<file path="src/rtl/kmeans_apb_slave.sv">
// rtl/kmeans_apb_slave.sv - APB3 slave front-end for the Kmeans accelerator
module kmeans_apb_slave #(
  parameter  int ADDR_WIDTH  = 9,
  parameter  int DATA_WIDTH  = 91,
  parameter  int REG_AMOUNT  = 8,
  parameter  int RAM_DEPTH   = 256,
  parameter  int RAM_LATENCY = 1,
  parameter  int WAIT_STATES = 0,
  localparam int RAM_AW      = (RAM_DEPTH > 1) ? $clog2(RAM_DEPTH) : 1
) (
  input  logic                                  clk,
  input  logic                                  rst,
  input  logic                                  psel,
  input  logic                                  penable,
  input  logic                                  pwrite,
  input  logic [ADDR_WIDTH-1:0]                 paddr,
  input  logic [DATA_WIDTH-1:0]                 pwdata,
  output logic [DATA_WIDTH-1:0]                 prdata,
  output logic                                  pready,
  output logic                                  pslverr,
  output logic                                  interrupt,
  output logic                                  start,
  input  logic                                  core_done,
  output logic [(REG_AMOUNT-2)*DATA_WIDTH-1:0]  cfg_regs,
  output logic                                  ram_en,
  output logic                                  ram_we,
  output logic [RAM_AW-1:0]                     ram_addr,
  output logic [DATA_WIDTH-1:0]                 ram_wdata,
  input  logic [DATA_WIDTH-1:0]                 ram_rdata
);

  // One counter serves both the write/register wait states and the RAM read latency.
  localparam int CNT_MAX = (WAIT_STATES > RAM_LATENCY) ? WAIT_STATES : RAM_LATENCY;
  localparam int CNT_W   = $clog2(CNT_MAX + 1);
  localparam int RIDX_W  = $clog2(REG_AMOUNT);

  localparam logic [ADDR_WIDTH:0] LP_REG_END = (ADDR_WIDTH+1)'(REG_AMOUNT);
  localparam logic [ADDR_WIDTH:0] LP_RAM_END = (ADDR_WIDTH+1)'(REG_AMOUNT + RAM_DEPTH);

  typedef enum logic [1:0] {
    S_IDLE   = 2'd0,
    S_ACCESS = 2'd1,
    S_DONE   = 2'd2
  } state_t;

  state_t r_state;
  state_t w_state_nxt;

  // Transfer context captured in the SETUP cycle
  logic                  r_write;
  logic [DATA_WIDTH-1:0] r_wdata;
  logic [RIDX_W-1:0]     r_ridx;
  logic [RAM_AW-1:0]     r_ram_addr;
  logic                  r_is_ram;
  logic                  r_err;
  logic                  r_first;
  logic [CNT_W-1:0]      r_cnt;

  // Register file state
  logic                  r_irq_en;
  logic                  r_busy;
  logic                  r_done;
  logic                  r_overrun;
  logic                  r_start;
  logic                  r_irq;
  logic [DATA_WIDTH-1:0] r_cfg [2:REG_AMOUNT-1];

  logic                  w_setup;
  logic                  w_in_reg;
  logic                  w_in_ram;
  logic                  w_bad;
  logic                  w_commit;
  logic                  w_wr_reg;
  logic                  w_ctrl_wr;
  logic                  w_stat_wr;
  logic                  w_start_req;
  logic                  w_start_ok;
  logic [DATA_WIDTH-1:0] w_reg_rdata;

  assign w_setup  = psel & ~penable;
  assign w_in_reg = {1'b0, paddr} < LP_REG_END;
  assign w_in_ram = ~w_in_reg & ({1'b0, paddr} < LP_RAM_END);
  // Out-of-range addresses and RAM traffic while the core owns the RAM are refused.
  assign w_bad    = ~(w_in_reg | w_in_ram) | (w_in_ram & r_busy);

  assign w_wr_reg    = w_commit & r_write & ~r_is_ram & ~r_err;
  assign w_ctrl_wr   = w_wr_reg & (r_ridx == RIDX_W'(0));
  assign w_stat_wr   = w_wr_reg & (r_ridx == RIDX_W'(1));
  assign w_start_req = w_ctrl_wr & r_wdata[0];
  assign w_start_ok  = w_start_req & ~r_busy;

  assign start     = r_start;
  assign interrupt = r_irq;

  for (genvar g = 2; g < REG_AMOUNT; g++) begin : g_cfg
    assign cfg_regs[(g-2)*DATA_WIDTH +: DATA_WIDTH] = r_cfg[g];
  end

  // FSM state register
  always_ff @(posedge clk or posedge rst) begin
    if (rst) begin
      r_state <= S_IDLE;
    end else begin
      r_state <= w_state_nxt;
    end
  end

  // Capture transfer context at SETUP and run the wait/latency counter during ACCESS
  always_ff @(posedge clk or posedge rst) begin
    if (rst) begin
      r_write    <= 1'b0;
      r_wdata    <= '0;
      r_ridx     <= '0;
      r_ram_addr <= '0;
      r_is_ram   <= 1'b0;
      r_err      <= 1'b0;
      r_first    <= 1'b0;
      r_cnt      <= '0;
    end else if (r_state == S_IDLE && w_setup) begin
      r_write    <= pwrite;
      r_wdata    <= pwdata;
      r_ridx     <= RIDX_W'(paddr);
      r_ram_addr <= RAM_AW'(paddr - ADDR_WIDTH'(REG_AMOUNT));
      r_is_ram   <= w_in_ram;
      r_err      <= w_bad;
      r_first    <= 1'b1;
      if (w_bad) begin
        r_cnt <= '0;
      end else if (w_in_ram && !pwrite) begin
        r_cnt <= CNT_W'(RAM_LATENCY);
      end else begin
        r_cnt <= CNT_W'(WAIT_STATES);
      end
    end else if (r_state == S_ACCESS) begin
      r_first <= 1'b0;
      if (r_cnt != '0) begin
        r_cnt <= r_cnt - 1'b1;
      end
    end
  end

  // Next state and APB/RAM outputs; RAM address/data are only driven while ram_en is high
  always_comb begin
    w_state_nxt = r_state;
    w_commit    = 1'b0;
    pready      = 1'b0;
    pslverr     = 1'b0;
    prdata      = '0;
    ram_en      = 1'b0;
    ram_we      = 1'b0;
    ram_addr    = '0;
    ram_wdata   = '0;
    case (r_state)
      S_IDLE: begin
        if (w_setup) begin
          w_state_nxt = S_ACCESS;
        end
      end
      S_ACCESS: begin
        if (!psel) begin
          w_state_nxt = S_IDLE;
        end else begin
          if (r_first && r_is_ram && !r_write && !r_err) begin
            ram_en   = 1'b1;
            ram_addr = r_ram_addr;
          end
          if (r_cnt == '0) begin
            pready  = 1'b1;
            pslverr = r_err;
            if (!r_write && !r_err) begin
              prdata = r_is_ram ? ram_rdata : w_reg_rdata;
            end
            if (penable) begin
              w_commit    = 1'b1;
              w_state_nxt = S_DONE;
              if (r_is_ram && r_write && !r_err) begin
                ram_en    = 1'b1;
                ram_we    = 1'b1;
                ram_addr  = r_ram_addr;
                ram_wdata = r_wdata;
              end
            end
          end
        end
      end
      S_DONE: begin
        w_state_nxt = S_IDLE;
      end
      default: begin
        w_state_nxt = S_IDLE;
      end
    endcase
  end

  // Register read mux; unused bits read as zero
  always_comb begin
    w_reg_rdata = '0;
    if (r_ridx == RIDX_W'(0)) begin
      w_reg_rdata[1] = r_irq_en;
    end else if (r_ridx == RIDX_W'(1)) begin
      w_reg_rdata[0] = r_busy;
      w_reg_rdata[1] = r_done;
      w_reg_rdata[2] = r_overrun;
    end else begin
      for (int i = 2; i < REG_AMOUNT; i++) begin
        if (r_ridx == RIDX_W'(i)) begin
          w_reg_rdata = r_cfg[i];
        end
      end
    end
  end

  // CTRL/STATUS: start handshake, sticky flags (set beats W1C) and registered interrupt
  always_ff @(posedge clk or posedge rst) begin
    if (rst) begin
      r_irq_en  <= 1'b0;
      r_busy    <= 1'b0;
      r_done    <= 1'b0;
      r_overrun <= 1'b0;
      r_start   <= 1'b0;
      r_irq     <= 1'b0;
    end else begin
      r_start <= w_start_ok;
      if (w_ctrl_wr) begin
        r_irq_en <= r_wdata[1];
      end
      if (w_start_ok) begin
        r_busy <= 1'b1;
      end else if (core_done) begin
        r_busy <= 1'b0;
      end
      r_done    <= core_done | (r_done & ~(w_stat_wr & r_wdata[1]));
      r_overrun <= (w_start_req & r_busy) | (r_overrun & ~(w_stat_wr & r_wdata[2]));
      r_irq     <= r_irq_en & (r_done | r_overrun);
    end
  end

  // Plain RW configuration registers
  always_ff @(posedge clk or posedge rst) begin
    if (rst) begin
      for (int i = 2; i < REG_AMOUNT; i++) begin
        r_cfg[i] <= '0;
      end
    end else if (w_wr_reg) begin
      for (int i = 2; i < REG_AMOUNT; i++) begin
        if (r_ridx == RIDX_W'(i)) begin
          r_cfg[i] <= r_wdata;
        end
      end
    end
  end

endmodule
</file>
<file path="config.mk">
export PLATFORM = sky130hd
export DESIGN_NAME = kmeans_apb_slave
export DESIGN_NICKNAME = d
export VERILOG_FILES = /design/src/rtl/kmeans_apb_slave.sv
export SDC_FILE = /design/constraint.sdc
export NUM_CORES = 2
export LEC_CHECK = 0
export ABC_AREA = 1
export CORE_AREA = 4 4 367 369
export CTS_CLUSTER_DIAMETER = 80
export DETAILED_ROUTE_END_ITERATION = 8
export DIE_AREA = 0 0 371 373
export MAX_ROUTING_LAYER = met4
export PLACE_DENSITY = 0.48
export SYNTH_ARGS = -nofsm -noshare
export SYNTH_HDL_FRONTEND = slang
export SYNTH_SLANG_ARGS = --single-unit
</file>
<file path="constraint.sdc">
create_clock -name clk -period 41.3 [get_ports clk]
set_clock_uncertainty 0.2 [all_clocks]
set_input_delay 8.26 -clock clk [delete_from_list [all_inputs] [get_ports clk]]
set_output_delay 8.26 -clock clk [all_outputs]
set_load 0.05 [all_outputs]
</file>
==> impl_results.md <==
* Status: finished clean
* Clock buffer depth at 3
* Area Growth Syn to Fin at 42.5%
* Clk root buf: clkbuf_16
* Most frequent cell after synthesis: nand2_1
* Layout cell share with drive strength beyond 1 at ~6%
* WL/cell at 24.0 um
* Iteration-0 DRC Markers at 2474
* RSZ-0062 raised after global routing: no
* Worst slew margin at 24.9%
* PortBufs at 938
* Synthesis-stage register bit count at 658
* Core area at 131000 um^2
* Worst setup path class: in2out
* Ports at around 940
* Die Span X at approximately 370 um
* Global placer's final weighted congestion at between 0.8 and 0.9
* CP max stage cell: clkdlybuf4s50_1
* Number of H-tree levels at 3
* Sequential area share after synthesis at roughly half
* Die height at ~370 um
* Global-route wire length before repair at roughly 230000 um
* Fill cells at between 10000 and 15000
* TritonCTS Buffers at 83
* Most area-hungry cell type in the Yosys netlist: dfrtp_1
* CP Launch Type: primary input
* Max-cap viol count at 0
* Drt total wl at 163000 um
* Leakage power total at between 20 and 25 nW
* Ys flop type: dfrtp_1
* FFs w/ async S/R, synth at 100%
* Yosys cell types at 33
* Total grt overflow at 0
* Detailed-route vias per instance at roughly 4.6
* Vias in the first global route at between 30000 and 40000
* Cell Chain, Critical Path: clkdlybuf4s50_1 > nand2_2 > nor2_1 > nand2_4 > buf_4 > a21oi_2 > clkdlybuf4s50_1
* DRC errors left at 0
* TritonCTS clock tree: done
* Setup violators final at 0
* Largest net degree at the start of global routing at between 150 and 200
* Final Max Slew Viols at 0
* Setup TNS at 0 ns
* Met2 usage at a little under two fifths
* Critical Path RT at between 30 and 40 ns
* Post-CTS Hold Buffers at 0
* Area of all sequential standard cells at 16500 um^2
* Total track usage at between 20% and 30%
* Initial Util at around a quarter
* Met3 GRT Util at 7.26%
* Clock slew at reported path FFs at about 0.050 ns
* Worst-path fanout max at 47
* CP Buf/Inv Count at 3
* CP top delay family: buffers and inverters
* Worst-Margin Slew at between 1 and 1.5 ns
* Worst path most repeated cell: clkdlybuf4s50_1
* Hpwl dp at roughly 110000 um
* Ys Warns at 0
* Final period util at 48.2%
* Max Fclk at roughly 50 MHz
* Syn Std Cell Area at between 30000 and 40000 um^2
* CP max stage delay at approximately 0.84 ns
* Power Total at about 2.3 mW
* Crit path DAT at 11.45 ns
* Die area at roughly 140000 um^2
* Synthesized net count at 4357
* Post-CTS Resized at 0
* Synth cell count leaders: nand2_1 (1204), inv_1 (659), dfrtp_1 (658), o21ai_0 (628), a21oi_1 (187)
* Min cycle time layout at approximately 20 ns
* Worst hold path class: reg2reg
* Syn Area/Cell at between 7 and 8 um^2
* Drt first pass iters at 5
* Multi-input gate area at ~12000 um^2
* Worst Setup End Kind: output pin
* Via count at around 31000
* Post-synth EDFFs at 0
* Share of the synthesized area in the top cell type at 51.4%
* Pwr/cell area at roughly 50 nW/um^2
* Worst vdd ir at between 30 and 40 uV
* Initial antenna violation count at 16
* Post-CTS setup buffers at 0
* Rows at 133
* Mapped Cells at ~4200
* Remaining antenna violation count after routing at 0
* Clk sink count at 658
* Top Usage Layer GRT: met2
* Final Hold Violating Endpoints at 0
* GR Util met1 at 29.0%
* Clock latency on the worst-skew pair at between 0.6 and 0.7 ns
* Largest cells by area after synthesis: dfrtp_1 (51%), nand2_1 (14%), o21ai_0 (9.8%)
* Total Nets Final at between 5000 and 6000
[routing by layer]
layer,wire length (um),part of all wire (%)
met3,14900,9.1
met1,67500,41
met2,77200,47
met4,3040,1.9
met5,0,0
[tightest hold or removal path: cells and delay by family, from the launching register on]
| family | cells | cell delay (ns) |
|---|---|---|
| AOI/OAI and AO/OA | 1 | 0.06 |
| DFF | 1 | 0.34 |
| and+or+nand+nor | 1 | 0.05 |
[placed cells by master, fill, tap and decap left out, drive strengths merged, types with 2 or more instances in the layout]
| cell | n |
|---|---|
| a21oi | 274 |
| clkbuf | 120 |
| clkinv | 18 |
| inv | 665 |
| o21a | 3 |
| clkdlybuf4s50 | 938 |
| diode | 14 |
| nor4 | 4 |
| nand2 | 1207 |
| nor2 | 116 |
| dfrtp | 658 |
| nand3 | 186 |
| nor3 | 7 |
| clkinvlp | 3 |
| buf | 45 |
| o21bai | 2 |
| or2 | 2 |
| bufinv | 8 |
| o21ai | 649 |
| nand4 | 98 |
| nand3b | 2 |
[layout make-up]
type                       count  share of cell area (%)
multi-input combinational   2556                    25.9
inverter                     665                    5.53
tap                         1755                    4.81
clock buffer                 120                    5.30
clock inverter                29                   0.872
timing repair buffer         983                    21.4
antenna                       14                  0.0768
sequential                   658                    36.1
[stage by stage]
stage | std cells | hold WS (ns) | utilization, % | setup WS (ns) | cell area [um^2]
after global routing | 6776 | 0.348 | 34.8 | 21.19 | 45600
after global placement | 6617 | 0.274 | 32.6 | 21.42 | 42800
after CTS | 6766 | 0.296 | 34.8 | 21.37 | 45600
after floorplan | 4159 | 0.253 | - | 14.40 | 32000
final | 6780 | 0.291 | 34.8 | 21.39 | 45600
after detailed placement | 6617 | 0.285 | 32.6 | 21.39 | 42800
[cells by family after synthesis]
family                     after synthesis  share of synthesized area, %
buffers and inverters                  945                          11.9
DFF                                    658                          51.4
AOI/OAI and AO/OA                      932                          15.7
xor gates and xnor gates                 1                        0.0274
and+or+nand+nor                       1622                          20.9
adders and majority gates                1                        0.0391
[power breakdown]
part / internal [mW] / switching [mW]
clock: 0.457 / 0.306
combinational: 0.206 / 0.536
sequential: 0.721 / 0.107
total: 1.38 / 0.949
[final timing paths]
path / end / from / cells past startpoint / slack, ns
max in group asynchronous: cfg_regs[245]$_DFFE_PP0P_ / rst / 6 / 29.10
worst min register to register: r_ram_addr[6]$_DFFE_PP0P_ / r_ram_addr[6]$_DFFE_PP0P_ / 2 / 0.29
min in group asynchronous: r_wdata[29]$_DFFE_PP0P_ / rst / 2 / 7.89
worst max-delay path: prdata[81] / psel / 7 / 21.39
worst max register to register: cfg_regs[508]$_DFFE_PP0P_ / r_is_ram$_DFFE_PP0P_ / 6 / 36.76
worst min-delay path: r_ram_addr[6]$_DFFE_PP0P_ / r_ram_addr[6]$_DFFE_PP0P_ / 2 / 0.29
[registers in the layout, summed over array words and instances, names as in the netlist]
name,flops
r_ridx,2
r_overrun,1
r_wdata,91
start,1
r_cnt,1
r_is_ram,1
interrupt,1
r_first,1
r_err,1
r_ram_addr,6
r_busy,1
r_state,2
cfg_regs,546
r_done,1
r_irq_en,1
r_write,1
Power figures use the tool's default switching activity.
